--- config.mk ---
export PLATFORM = sky130hd
export DESIGN_NAME = path_arbiter
export DESIGN_NICKNAME = d
export VERILOG_FILES = /design/src/rtl/path_arbiter.sv
export SDC_FILE = /design/constraint.sdc
export NUM_CORES = 1
export LEC_CHECK = 0
export BUFFER_PORTS_ARGS = -buffer_cell sky130_fd_sc_hd__buf_4
export CORE_MARGIN = 8
export CORE_UTILIZATION = 40
export CTS_CLUSTER_SIZE = 30
export DETAILED_ROUTE_END_ITERATION = 8
export HOLD_SLACK_MARGIN = 0.05
export SLEW_MARGIN = 15
export SYNTH_ARGS = -nofsm -noshare
export SYNTH_HDL_FRONTEND = slang
export SYNTH_SLANG_ARGS = --single-unit
--- constraint.sdc ---
create_clock -name clock -period 7.97 [get_ports clock]
set_input_delay 1.594 -clock clock [delete_from_list [all_inputs] [get_ports clock]]
set_output_delay 1.594 -clock clock [all_outputs]
set_load 0.01 [all_outputs]
--- src/rtl/path_arbiter.sv ---
// Round-robin path allocator for four processors on a 2x2 mesh (P0 P1 / P2 P3).
// Each grant reserves one of two candidate paths plus the destination sink until its burst ends.
module path_arbiter (
    input  logic        clock,
    input  logic        reset,
    input  logic [3:0]  req,
    input  logic [7:0]  dest,
    input  logic [31:0] len,
    input  logic [27:0] path_free_bits,
    input  logic [3:0]  beat,
    output logic [3:0]  grant,
    output logic [3:0]  done,
    output logic [3:0]  active,
    output logic [11:0] path_sel,
    output logic [11:0] link_busy
);

    // Directed link bit within link_busy[7:0]: L01,L10,L23,L32,L02,L20,L13,L31 from bit 0 upward.
    function automatic logic [7:0] hop(input logic [1:0] a, input logic [1:0] b);
        logic [7:0] m;
        m = '0;
        case ({a, b})
            4'b0001: m[0] = 1'b1;
            4'b0100: m[1] = 1'b1;
            4'b1011: m[2] = 1'b1;
            4'b1110: m[3] = 1'b1;
            4'b0010: m[4] = 1'b1;
            4'b1000: m[5] = 1'b1;
            4'b0111: m[6] = 1'b1;
            4'b1101: m[7] = 1'b1;
            default: m = '0;
        endcase
        return m;
    endfunction

    // XOR 2'b01 steps horizontally, XOR 2'b10 steps vertically.
    function automatic logic [11:0] path_mask(input logic [1:0] s, input logic [1:0] d,
                                              input logic [2:0] idx);
        logic [7:0] links;
        links = '0;
        case (idx)
            3'd1, 3'd3: links = hop(s, d);
            3'd2:    links = hop(s, s ^ 2'b10) | hop(s ^ 2'b10, d ^ 2'b10) | hop(d ^ 2'b10, d);
            3'd4:    links = hop(s, s ^ 2'b01) | hop(s ^ 2'b01, d ^ 2'b01) | hop(d ^ 2'b01, d);
            3'd5:    links = hop(s, s ^ 2'b10) | hop(s ^ 2'b10, d);
            3'd6:    links = hop(s, s ^ 2'b01) | hop(s ^ 2'b01, d);
            default: links = '0;
        endcase
        return {4'b0001 << d, links};
    endfunction

    logic [7:0]  count      [4];
    logic [11:0] alloc_mask [4];
    logic [1:0]  rr;

    logic [2:0]  lo_idx     [4];
    logic [2:0]  hi_idx     [4];
    logic [2:0]  pick_idx   [4];
    logic [11:0] lo_mask    [4];
    logic [11:0] hi_mask    [4];
    logic [11:0] pick_mask  [4];
    logic [6:0]  free_i     [4];
    logic [3:0]  lo_ok;
    logic [3:0]  hi_ok;
    logic [3:0]  cand;

    // Per-processor candidate paths, eligibility, and preferred choice.
    always_comb begin
        cand  = '0;
        lo_ok = '0;
        hi_ok = '0;
        for (int i = 0; i < 4; i++) begin
            free_i[i] = path_free_bits[7*(3-i) +: 7];
            case (dest[2*i +: 2] ^ 2'(i))
                2'd0:    begin lo_idx[i] = 3'd0; hi_idx[i] = 3'd0; end
                2'd1:    begin lo_idx[i] = 3'd1; hi_idx[i] = 3'd2; end
                2'd2:    begin lo_idx[i] = 3'd3; hi_idx[i] = 3'd4; end
                default: begin lo_idx[i] = 3'd5; hi_idx[i] = 3'd6; end
            endcase
            lo_mask[i] = path_mask(2'(i), dest[2*i +: 2], lo_idx[i]);
            hi_mask[i] = path_mask(2'(i), dest[2*i +: 2], hi_idx[i]);
            lo_ok[i]   = free_i[i][lo_idx[i]] && ((lo_mask[i] & link_busy) == '0);
            hi_ok[i]   = free_i[i][hi_idx[i]] && ((hi_mask[i] & link_busy) == '0);
            if (lo_ok[i]) begin
                pick_idx[i]  = lo_idx[i];
                pick_mask[i] = lo_mask[i];
            end else begin
                pick_idx[i]  = hi_idx[i];
                pick_mask[i] = hi_mask[i];
            end
            cand[i] = req[i] && !active[i] && (lo_ok[i] || hi_ok[i]);
        end
    end

    logic       win_valid;
    logic [1:0] win;
    logic [1:0] probe;

    always_comb begin
        win_valid = 1'b0;
        win       = '0;
        probe     = '0;
        for (int k = 0; k < 4; k++) begin
            probe = rr + 2'(k);
            if (!win_valid && cand[probe]) begin
                win_valid = 1'b1;
                win       = probe;
            end
        end
    end

    logic [3:0]  fin;
    logic [3:0]  grant_vec;
    logic [11:0] release_mask;
    logic [11:0] grant_mask;

    // A burst finishes on the beat that takes its counter from 1 to 0.
    always_comb begin
        fin          = '0;
        grant_vec    = '0;
        release_mask = '0;
        grant_mask   = '0;
        for (int i = 0; i < 4; i++) begin
            fin[i] = active[i] && beat[i] && (count[i] == 8'd1);
            if (fin[i]) release_mask = release_mask | alloc_mask[i];
        end
        if (win_valid) begin
            grant_vec[win] = 1'b1;
            grant_mask     = pick_mask[win];
        end
    end

    always_ff @(posedge clock or negedge reset) begin
        if (!reset) begin
            grant     <= '0;
            done      <= '0;
            active    <= '0;
            path_sel  <= '0;
            link_busy <= '0;
            rr        <= '0;
            for (int i = 0; i < 4; i++) begin
                count[i]      <= '0;
                alloc_mask[i] <= '0;
            end
        end else begin
            grant     <= grant_vec;
            done      <= fin;
            active    <= (active & ~fin) | grant_vec;
            link_busy <= (link_busy & ~release_mask) | grant_mask;
            if (win_valid) rr <= win + 2'd1;
            for (int i = 0; i < 4; i++) begin
                if (grant_vec[i]) begin
                    count[i]             <= (len[8*i +: 8] == 8'd0) ? 8'd1 : len[8*i +: 8];
                    path_sel[3*i +: 3]   <= pick_idx[i];
                    alloc_mask[i]        <= pick_mask[i];
                end else if (active[i] && beat[i]) begin
                    count[i] <= count[i] - 8'd1;
                end
            end
        end
    end

endmodule

==> results of run 1 <==
cells in the final DEF (no fill, tap or decap), drive strengths merged, types with 3 or more instances in the layout:
cell type    n
buf        120
dfrtp      118
nand2       85
nor2        65
a21oi       53
o21ai       47
inv         26
mux2        23
clkbuf      23
nor3        22
nand3       22
xnor2       19
and2        16
nor4        14
nand2b      13
mux2i       13
ha          12
xor2         9
a222oi       7
o221ai       7
or4          6
nor2b        5
bufinv       5
or2          4
nor3b        4
a22o         4
o211ai       4
clkinv       4
a22oi        3
nand3b       3
mux4         3
o211a        3
a211o        3
and3         3
a21o         3
o31ai        3
o21a         3
or3b         3
logic make-up after synthesis:
| kind of cell | Yosys count |
|---|---|
| AO/OA/AOI/OAI | 162 |
| XOR/XNOR | 28 |
| adder cells (fa/ha/maj) | 12 |
| buffers and inverters | 59 |
| flip-flops | 118 |
| multiplexers | 39 |
| AND/OR/NAND/NOR | 274 |
report_power, final:
group / total [mW] / internal (mW) / switching (mW)
clock network: 0.840 / 0.570 / 0.271
registers: 1.03 / 0.808 / 0.218
logic: 0.711 / 0.344 / 0.367
worst max-delay path by stage:
stage / start / to / depth (start not counted)
2_1_floorplan: dest[0] / alloc_mask[20]$_DFFE_PN0N_ / 13
3_3_place_gp: dest[2] / alloc_mask[7]$_DFFE_PN0N_ / 11
3_5_place_dp: dest[4] / alloc_mask[29]$_DFFE_PN0N_ / 9
4_1_cts: dest[4] / alloc_mask[29]$_DFFE_PN0N_ / 9
5_1_grt: dest[0] / alloc_mask[7]$_DFFE_PN0N_ / 12
6_report: dest[2] / alloc_mask[10]$_DFFE_PN0N_ / 11
per-stage QoR:
| step | power [mW] | hold slack, ps | util [%] | area [um2] |
|---|---|---|---|---|
| finish | 2.578 | 478.9 | 51.45 | 8173 |
| floorplan | 1.421 | 448.8 | - | 6485 |
| detailed placement | 1.744 | 473.2 | 47.35 | 7521 |
| global placement | 1.715 | 465.7 | 47.35 | 7521 |
| global route | 2.736 | 502.4 | 51.45 | 8173 |
| CTS | 2.593 | 485.6 | 51.38 | 8162 |
flip-flops by register name, indices dropped and copies added, names as in the netlist:
name and cells:
active 4, alloc_mask 48, count 32, done 4, grant 4, link_busy 12, path_sel 12, rr 2
worst reg2reg max path, cell delays in order, from the launching register on:
cell      delay [ps]
dfrtp_1          560
or4b_2           830
o22ai_1          150
a31o_2           130
o21a_1           310
o311ai_0         250
nand2_1          530
inv_1            140
ha_1             240
nand2_1          420
buf_4            390
mux2_2           380
layout make-up:
cell class	count	area share (%)
tap	216	3.307
inverter	27	1.301
sequential	118	36.13
multi-input combinational	515	40.40
clock buffer	23	5.726
timing repair buffer	120	11.02
clock inverter	9	2.113
layer usage:
metal  global-route usage, %  part of all wire (%)  vias to the layer above  wire, um
met2                   32.39                    46                      232      9547
met1                   27.34                    44                     2712      9087
met3                   5.275                   8.1                       31      1667
met4                   7.471                   1.9                        0       395
met5                       0                     0                        -         0
li1                        -                     -                     2684         -
==> metrics.md, run 1 <==
| Metric | Value |
|---|---|
| Die Area | 20540 um2 |
| Total GRT Usage | 20.75% |
| Final period util | 65.75% |
| CP Class | in2reg |
| Initial antenna violation count | 0 |
| Via-per-instance ratio | 5.505 |
| CTS Hold Bufs | 0 |
| Setup repair bufs after CTS | 0 |
| Post-route ant nets | 0 |
| Pwr dens | 315.4 nW/um2 |
| Async S/R FF share, synth | 100.0% |
| Cells resized by post-CTS repair | 0 |
| Post-synth EDFFs | 0 |
| Largest net degree at the start of global routing | 63 |
| Yosys Warn Count | 0 |
| Top post-synthesis cells by area | dfrtp_1 (46%), nand2_1 (4.9%), a21oi_1 (4.1%) |
| Mapped Cells | 692 |
| Area growth syn-to-layout | 26.03% |
| WHS Endpoint | alloc_mask[26]$_DFFE_PN0N_ |
| Core Rows | 46 |
| Share of cells above drive strength 1 | 24.14% |
| Critical Path RT | 8270 ps |
| Gp weighted congestion | 0.9220 |
| Vias in the first global route | 5777 |
| CTS tree | done |
| Post-Syn Nets | 782 |
| Count leader, synth | dfrtp_1 |
| CP startpoint kind | input pin |
| Top_reg_cell synth | dfrtp_1 |
| IO Pins | 114 |
| R2r setup slk | 3510 ps |
| Post-synth top cells | dfrtp_1 (118), nand2_1 (85), nor2_1 (64), a21oi_1 (53), o21ai_0 (47) |
| Synth Area in Compound Gates | 16.61% |
| Post-synth cell types | 67 |
| CP Capture Type | flop |
| Setup TNS | 0 ps |
| Multiplexer area fraction after synthesis | 7.042% |
| Crit path time final | 5240 ps |
| Core area | 15890 um2 |
| Worst-Margin Slew | 870.8 ps |
| Reg2reg start | link_busy[3]$_DFF_PN0_ |
| WP data arrival | 5540 ps |
| Synthesized area per cell | 9.371 um2 |
| Max frequency | 190.8 MHz |
| Buffers on Ports | 113 |
| R2R cell count | 11 |
| Critical Path, Cell by Cell | buf_4, mux4_2, nor3b_1, o21a_1, o311ai_0, nand2_1, inv_1, ha_1, nand2_1, buf_4, mux2_2 |
| Hold violation total from the final report | 0 |
| HP Class | reg2reg |
| CP top delay family | simple AND/OR/NAND/NOR gates |
| Layout net count | 889 |
| Critical-path top delay cell | mux4_2 |
| Synth area leader | dfrtp_1 |
| Status | complete, no violations |
| Initial DRT Pass Iterations | 8 |
| Root buffer cell | clkbuf_16 |
| Crit-path max FO | 20 |
| Post-Synth Simple-Gate Area | 20.70% |
| Post-DP HPWL | 15410 um |
| Initial core utilization | 40.82% |
| Worst Skew | 4.168 ps |
| DP Worst Slack | 2225 ps |
| VDD IR max | 153.9 uV |
| Max Cap Violations | 0 |
| Clock-pin transition on the worst setup and hold timing paths | 50 ps |
| Placed cell count | 996 |
| Post-synthesis adder-cell area fraction | 2.315% |
| First-pass GRT wire length | 32390 um |
| Lkg Pwr | 3.768 nW |
| Clock latency on the worst-skew pair | 420 ps |
| Max clock buf depth | 2 |
| RSZ-0062 raised after global routing | false |
| Routed WL | 20700 um |
| Final Max Slew Viols | 0 |
| Final worst slack | 2730 ps |
| Worst r2r dst | alloc_mask[10]$_DFFE_PN0N_ |
| Total clock sinks | 118 |
| Yosys reg bits | 118 |
| 1st-iter DRT viols | 525 |
| Main combinational cell family by area after synthesis | simple AND/OR/NAND/NOR gates |
| Vias | 5659 |
| Synth Area in XOR/XNOR | 3.782% |
| Non-filler cells, final | 1028 |
| WP buf/inv | 3 |
| Die Wd | 143.3 um |
| Post-synth top area share | 45.53% |
| Fill cells | 1489 |
| Sequential share of the synthesized area | 45.53% |
| H-tree levels | 4 |
| Cell area after synthesis | 6485 um2 |
| Footprint of the multi-input gates | 3302 um2 |
| Avg WL per Cell | 20.13 um |
| CTS Buf Count | 17 |
| Worst Min Path Start | alloc_mask[26]$_DFFE_PN0N_ |
| Grt ovf | 0 |
| Die Ht | 143.3 um |
| # DRC | 0 |
| Antenna cells | 0 |
| CP peak stage delay | 580 ps |
| Number of setup violations in the final report | 0 |
| Max transition margin | 41.03% |
| Worst Hold Path Cells | 2 |
| Reg area | 2953 um2 |
Power figures use the tool's default switching activity.
==> inputs of run 2 (changes only) <==
clock period = 4.56 ns   (was 7.97 ns; I/O delays follow)
==> metrics.md, run 2 (same netlist as run 1, synthesis figures left out) <==
| Metric | Value |
|---|---|
| Commonest non-fill, non-tap cells in the layout | buf_4 (123), dfrtp_1 (118), nand2_1 (85) (was buf_4 (120), dfrtp_1 (118), nand2_1 (84)) |
| Fill cells | 1510 (was 1489) |
| WP buf/inv | 3 (unchanged) |
| Initial DRT Pass Iterations | 5 (was 8) |
| 1st-iter DRT viols | 425 (was 525) |
| WHS Endpoint | path_sel[9]$_DFFE_PN0N_ (was alloc_mask[26]$_DFFE_PN0N_) |
| # DRC | 0 (unchanged) |
| Cells resized by post-CTS repair | 0 (unchanged) |
| Final period util | 83.30% |
| CP Class | in2reg (unchanged) |
| Max clock buf depth | 2 (unchanged) |
| Max frequency | 263.3 MHz |
| Switching Share | 33.35% (was 33.22%) |
| Core Rows | 46 (unchanged) |
| CP top delay family | compound AO/OA/AOI/OAI gates (was simple AND/OR/NAND/NOR gates) |
| Share of cells above drive strength 1 | 24.69% (was 24.14%) |
| VDD IR max | 279.8 uV (was 153.9 uV) |
| Non-filler cells, final | 1034 (was 1028) |
| Grt ovf | 0 (unchanged) |
| First-pass GRT wire length | 31730 um (was 32390 um) |
| Sequential share of power | 39.7% (was 39.8%) |
| Critical-path top delay cell | a2111oi_1 (was mux4_2) |
| Largest registers | alloc_mask (48), count (32) (unchanged) |
| Worst Min Path Start | path_sel[9]$_DFFE_PN0N_ (was alloc_mask[26]$_DFFE_PN0N_) |
| Clock latency on the worst-skew pair | 420 ps (about the same) |
| Total GRT Usage | 19.97% (was 20.75%) |
| Initial antenna violation count | 0 (unchanged) |
| Antenna cells | 0 (unchanged) |
| Die Area | 20540 um2 (unchanged) |
| Most common cell on crit path | a21oi_1 |
| Buffers on Ports | 113 (unchanged) |
| Final Max Slew Viols | 0 (unchanged) |
| Setup TNS | 0 ps (unchanged) |
| Setup repair bufs after CTS | 0 (unchanged) |
| Placed cell areas | 7591 um2 (was 7521 um2) |
| Combinational share of power | 27.9% (was 27.6%) |
| P_int | 3.013 mW (was 1.721 mW) |
| CP startpoint kind | input pin (unchanged) |
| WP data arrival | 4100 ps (was 5540 ps) |
| Placed cell count | 1002 (was 996) |
| CP Capture Type | flop (unchanged) |
| Via-per-instance ratio | 5.465 (was 5.505) |
| Worst r2r dst | count[24]$_DFFE_PN0P_ (was alloc_mask[10]$_DFFE_PN0N_) |
| Number of setup violations in the final report | 0 (unchanged) |
| Crit path time final | 3799 ps |
| CTS Buf Count | 17 (unchanged) |
| Crit-path max FO | 32 (was 20) |
| Clock-pin transition on the worst setup and hold timing paths | 50 ps (about the same) |
| Core area | 15890 um2 (unchanged) |
| Worst Skew | 8.326 ps (was 4.168 ps) |
| Fin area | 8240 um2 (was 8173 um2) |
| Routed WL | 19920 um (was 20700 um) |
| CTS Hold Bufs | 0 (unchanged) |
| Pwr dens | 548.5 nW/um2 (was 315.4 nW/um2) |
| Critical Path RT | 4860 ps (was 8270 ps) |
| Worst Hold Path Cells | 1 (was 2) |
| Layout net count | 895 (was 889) |
| RSZ-0062 raised after global routing | false (unchanged) |
| Number of flip-flops in the largest register | 48 (unchanged) |
| H-tree levels | 4 (unchanged) |
| Avg WL per Cell | 19.26 um (was 20.13 um) |
| DP Worst Slack | 361.0 ps (was 2225 ps) |
| Net switching power | 1.508 mW (was 0.8562 mW) |
| Critical Path, Cell by Cell | buf_4, nand3b_1, a2111oi_1, o21bai_1, a21oi_1, o21a_2, nor2_8, clkinv_4, ha_1, nand2_1, buf_12, nor3_1, a21oi_1 (was buf_4, mux4_2, nor3b_1, o21a_1, o311ai_0, nand2_1, inv_1, ha_1, nand2_1, buf_4, mux2_2) |
| R2R cell count | 12 (was 11) |
| Root buffer cell | clkbuf_16 (unchanged) |
| Post-route ant nets | 0 (unchanged) |
| Max Cap Violations | 0 (unchanged) |
| Status | complete, no violations (unchanged) |
| Lkg Pwr | 3.803 nW (was 3.768 nW) |
| CTS tree | done (unchanged) |
| Vias in the first global route | 5693 (was 5777) |
| Final Util | 51.87% (was 51.45%) |
| Clk pwr share | 32.4% (was 32.6%) |
| Post-DP HPWL | 14940 um (was 15410 um) |
| Gp weighted congestion | 0.8809 (was 0.9220) |
| Initial core utilization | 40.82% (unchanged) |
| Final worst slack | 761.4 ps (was 2730 ps) |
| Total clock sinks | 118 (unchanged) |
| CP peak stage delay | 650 ps (was 580 ps) |
| HP Class | reg2reg (unchanged) |
| IO Pins | 114 (unchanged) |
| Area growth syn-to-layout | 27.07% (was 26.03%) |
| Die Wd | 143.3 um (unchanged) |
| Die Ht | 143.3 um (unchanged) |
| Worst-Margin Slew | 783.6 ps (was 870.8 ps) |
| Largest net degree at the start of global routing | 82 (was 63) |
| Commonest non-fill, non-tap cell in the layout | buf_4 (unchanged) |
| R2r setup slk | 860 ps (was 3510 ps) |
| Reg2reg start | link_busy[0]$_DFF_PN0_ (was link_busy[3]$_DFF_PN0_) |
| Max transition margin | 47.76% (was 41.03%) |
| Vias | 5651 (was 5659) |
| Hold violation total from the final report | 0 (unchanged) |
| Largest Register | alloc_mask (unchanged) |
-- run 2: worst register-to-register path: cells and delay by family (launching register included) --
kind | cells | cell delay (ps)
adders and majority gates | 1 | 250
DFF | 1 | 500
AOI/OAI and AO/OA | 5 | 1540
and+or+nand+nor | 4 | 840
buffers and inverters | 2 | 470
-- run 2: per-layer routing --
layer | vias to the layer above | wire [um] | global-route usage (%)
met5 | - | 0 | 0
met4 | 0 | 376 | 7.471
met3 | 26 | 1591 | 4.711
met2 | 222 | 8871 | 30.37
met1 | 2710 | 9081 | 27.07
li1 | 2693 | - | -
-- run 2: per-stage QoR --
step                hold slack [ps]  power [mW]
floorplan                     448.8       2.483
global placement              465.5       3.018
detailed placement            472.9       3.068
CTS                           485.9       4.549
global route                  503.8       4.784
finish                        484.4       4.520
-- run 2: layout make-up --
cell class	count	area (um2)	area share, %
Multi-Input combinational cell	515	3291	39.93
Inverter	27	106.4	1.291
Tap cell	216	270.3	3.280
Clock buffer	25	505.5	6.134
Sequential cell	118	2953	35.83
Clock inverter	7	140.1	1.701
Timing Repair Buffer	126	974.7	11.83
-- run 2: worst max path at each step --
stage	start	slack (ps)	depth (start not counted)	end
3_5_place_dp	dest[2]	360	11	alloc_mask[19]$_DFFE_PN0N_
4_1_cts	dest[2]	800	11	alloc_mask[17]$_DFFE_PN0N_
6_report	dest[0]	760	13	count[24]$_DFFE_PN0P_
3_3_place_gp	dest[2]	370	11	alloc_mask[18]$_DFFE_PN0N_
2_1_floorplan	dest[0]	630	13	alloc_mask[20]$_DFFE_PN0N_
5_1_grt	dest[4]	550	11	count[17]$_DFFE_PN0P_
-- run 2: power by group through the flow --
| stage | Combinational (mW) | Sequential, mW | Clock (mW) |
|---|---|---|---|
| 2_1_floorplan | 0.775 | 1.71 | 0 |
| 3_3_place_gp | 1.23 | 1.79 | 0 |
| 3_5_place_dp | 1.27 | 1.80 | 0 |
| 4_1_cts | 1.28 | 1.79 | 1.49 |
| 5_1_grt | 1.42 | 1.84 | 1.53 |
| 6_report | 1.26 | 1.80 | 1.46 |
==> inputs of run 3 (changes only) <==
clock period = 3.1 ns   (was 4.56 ns; I/O delays follow)
==> metrics.md, run 3 (same netlist as run 1, synthesis figures left out) <==
| Metric | Value |
|---|---|
| Status | complete, no violations (unchanged) |
| Area growth syn-to-layout | 38.39% (was 27.07%) |
| Crit path time final | 3013 ps |
| CP Capture Type | flop (unchanged) |
| Share of cells above drive strength 1 | 33.97% (was 24.69%) |
| Number of flip-flops in the largest register | 48 (unchanged) |
| Critical Path RT | 3400 ps (was 4860 ps) |
| Layout net count | 972 (was 895) |
| Final Util | 56.50% (was 51.87%) |
| HP Class | in2async (was reg2reg) |
| Largest Register | alloc_mask (unchanged) |
| Vias | 6114 (was 5651) |
| Post-route ant nets | 0 (unchanged) |
| CTS Buf Count | 17 (unchanged) |
| Pwr dens | 778.0 nW/um2 (was 548.5 nW/um2) |
| Gp weighted congestion | 1.044 (was 0.8809) |
| Max transition margin | 52.92% (was 47.76%) |
| Met2 Track Usage GR | 33.77% (was 30.37%) |
| Avg WL per Cell | 20.16 um (was 19.26 um) |
| Die Ht | 143.3 um (unchanged) |
| Worst-Margin Slew | 706.2 ps (was 783.6 ps) |
| Vias in the first global route | 6258 (was 5693) |
| Final Max Slew Viols | 0 (unchanged) |
| WP data arrival | 3320 ps (was 4100 ps) |
| Initial core utilization | 40.82% (unchanged) |
| Post-DP HPWL | 17460 um (was 14940 um) |
| Die Wd | 143.3 um (unchanged) |
| VDD IR max | 433.1 uV (was 279.8 uV) |
| Largest registers | alloc_mask (48), count (32) (unchanged) |
| 1st-iter DRT viols | 447 (was 425) |
| Final worst slack | 86.89 ps (was 761.4 ps) |
| Max clock buf depth | 2 (unchanged) |
| Initial antenna violation count | 0 (unchanged) |
| Worst Setup SP | link_busy[8]$_DFF_PN0_ (was dest[0]) |
| Met1 GRT Util | 28.22% (was 27.07%) |
| CP startpoint kind | flop (was input pin) |
| Clock latency on the worst-skew pair | 430 ps (was 420 ps) |
| Grt ovf | 0 (unchanged) |
| # DRC | 0 (unchanged) |
| H-tree levels | 4 (unchanged) |
| Root buffer cell | clkbuf_16 (unchanged) |
| Non-filler cells, final | 1111 (was 1034) |
| Number of setup violations in the final report | 0 (unchanged) |
| Total chip power | 6.982 mW (was 4.520 mW) |
| Hold violation total from the final report | 0 (unchanged) |
| Initial DRT Pass Iterations | 5 (unchanged) |
| CTS Hold Bufs | 0 (unchanged) |
| Lkg Pwr | 4.211 nW (was 3.803 nW) |
| Total clock sinks | 118 (unchanged) |
| Total GRT Usage | 22.25% (was 19.97%) |
| Reg2reg start | link_busy[8]$_DFF_PN0_ (was link_busy[0]$_DFF_PN0_) |
| IO Pins | 114 (unchanged) |
| CP Class | reg2reg (was in2reg) |
| GRT met3 Usage | 7.200% (was 4.711%) |
| Die Area | 20540 um2 (unchanged) |
| Max frequency | 331.9 MHz |
| Buffers on Ports | 113 (unchanged) |
| Max Cap Violations | 0 (unchanged) |
| Via-per-instance ratio | 5.503 (was 5.465) |
| Placed cell count | 1075 (was 1002) |
| DP Worst Slack | -672.3 ps (was 361.0 ps) |
| Busiest layer in global routing | met2 (unchanged) |
| Crit-path max FO | 13 (was 32) |
| Core Rows | 46 (unchanged) |
| CTS tree | done (unchanged) |
| Core area | 15890 um2 (unchanged) |
| Worst Skew | 10.17 ps (was 8.326 ps) |
| First-pass GRT wire length | 34690 um (was 31730 um) |
| Routed WL | 22400 um (was 19920 um) |
| Commonest non-fill, non-tap cell in the layout | buf_4 (unchanged) |
| Largest net degree at the start of global routing | 51 (was 82) |
| Commonest non-fill, non-tap cells in the layout | buf_4 (195), dfrtp_1 (115), nand2_1 (81) (was buf_4 (123), dfrtp_1 (118), nand2_1 (85)) |
| Final period util | 97.20% |
| Clock-pin transition on the worst setup and hold timing paths | 60 ps (was 50 ps) |
| Antenna cells | 0 (unchanged) |
[run 3: final timing paths]
path | endpoint | slack, ps | cells after the start
worst max-delay path | alloc_mask[20]$_DFFE_PN0N_ | 90 | 13
worst min register to register | path_sel[7]$_DFFE_PN0N_ | 490 | 2
worst min-delay path | count[19]$_DFFE_PN0P_ | 240 | 1
min in group clock | count[25]$_DFFE_PN0P_ | 440 | 3
worst max register to register | alloc_mask[20]$_DFFE_PN0N_ | 90 | 13
max in group asynchronous | count[31]$_DFFE_PN0P_ | 2150 | 2
[run 3: layout make-up]
class,count,area (um2)
Fill cell,1488,6910
Multi-Input combinational cell,515,3406
Sequential cell,118,2957
Timing Repair Buffer,203,1598
Clock buffer,18,439.2
Tap cell,216,270.3
Clock inverter,14,196.4
Inverter,27,108.9
[run 3: per-stage QoR]
step / hold WS (ps) / cell area (um2) / setup TNS [ps]
floorplan: 324.4 / 6563 / -39.22
global placement: 466.5 / 8228 / -54960
detailed placement: 473.6 / 8228 / -57720
CTS: 256.9 / 8914 / 0
global route: 283.6 / 8975 / -82.46
finish: 241.4 / 8975 / 0
[run 3: critical path: stages, from the launching register on]
cell      delay, ps
dfrtp_2         400
buf_4           140
mux4_2          530
nor3b_4         200
buf_6           140
o21a_1          180
buf_4           140
o221ai_4        120
nor2_8          190
clkinv_4         90
buf_12          130
ha_4            170
nand2_8         120
mux2_2          350
[run 3: what timing repair did]
action,CTS,global route
setup buffers,4,1
cloned,0,0
resized for setup,6,13
setup endpoints to repair,112,84
pin swaps,2,3
[run 3: routing by layer]
metal | vias to the layer above | routed length (um)
li1 | 2841 | -
met1 | 2964 | 9700
met2 | 258 | 9904
met3 | 51 | 2038
met4 | 0 | 756
met5 | - | 0
[run 3: report_power, final]
| group | internal (mW) | switching (mW) |
|---|---|---|
| Clock | 1.37 | 0.764 |
| Combinational | 1.09 | 1.13 |
| Sequential | 2.08 | 0.544 |
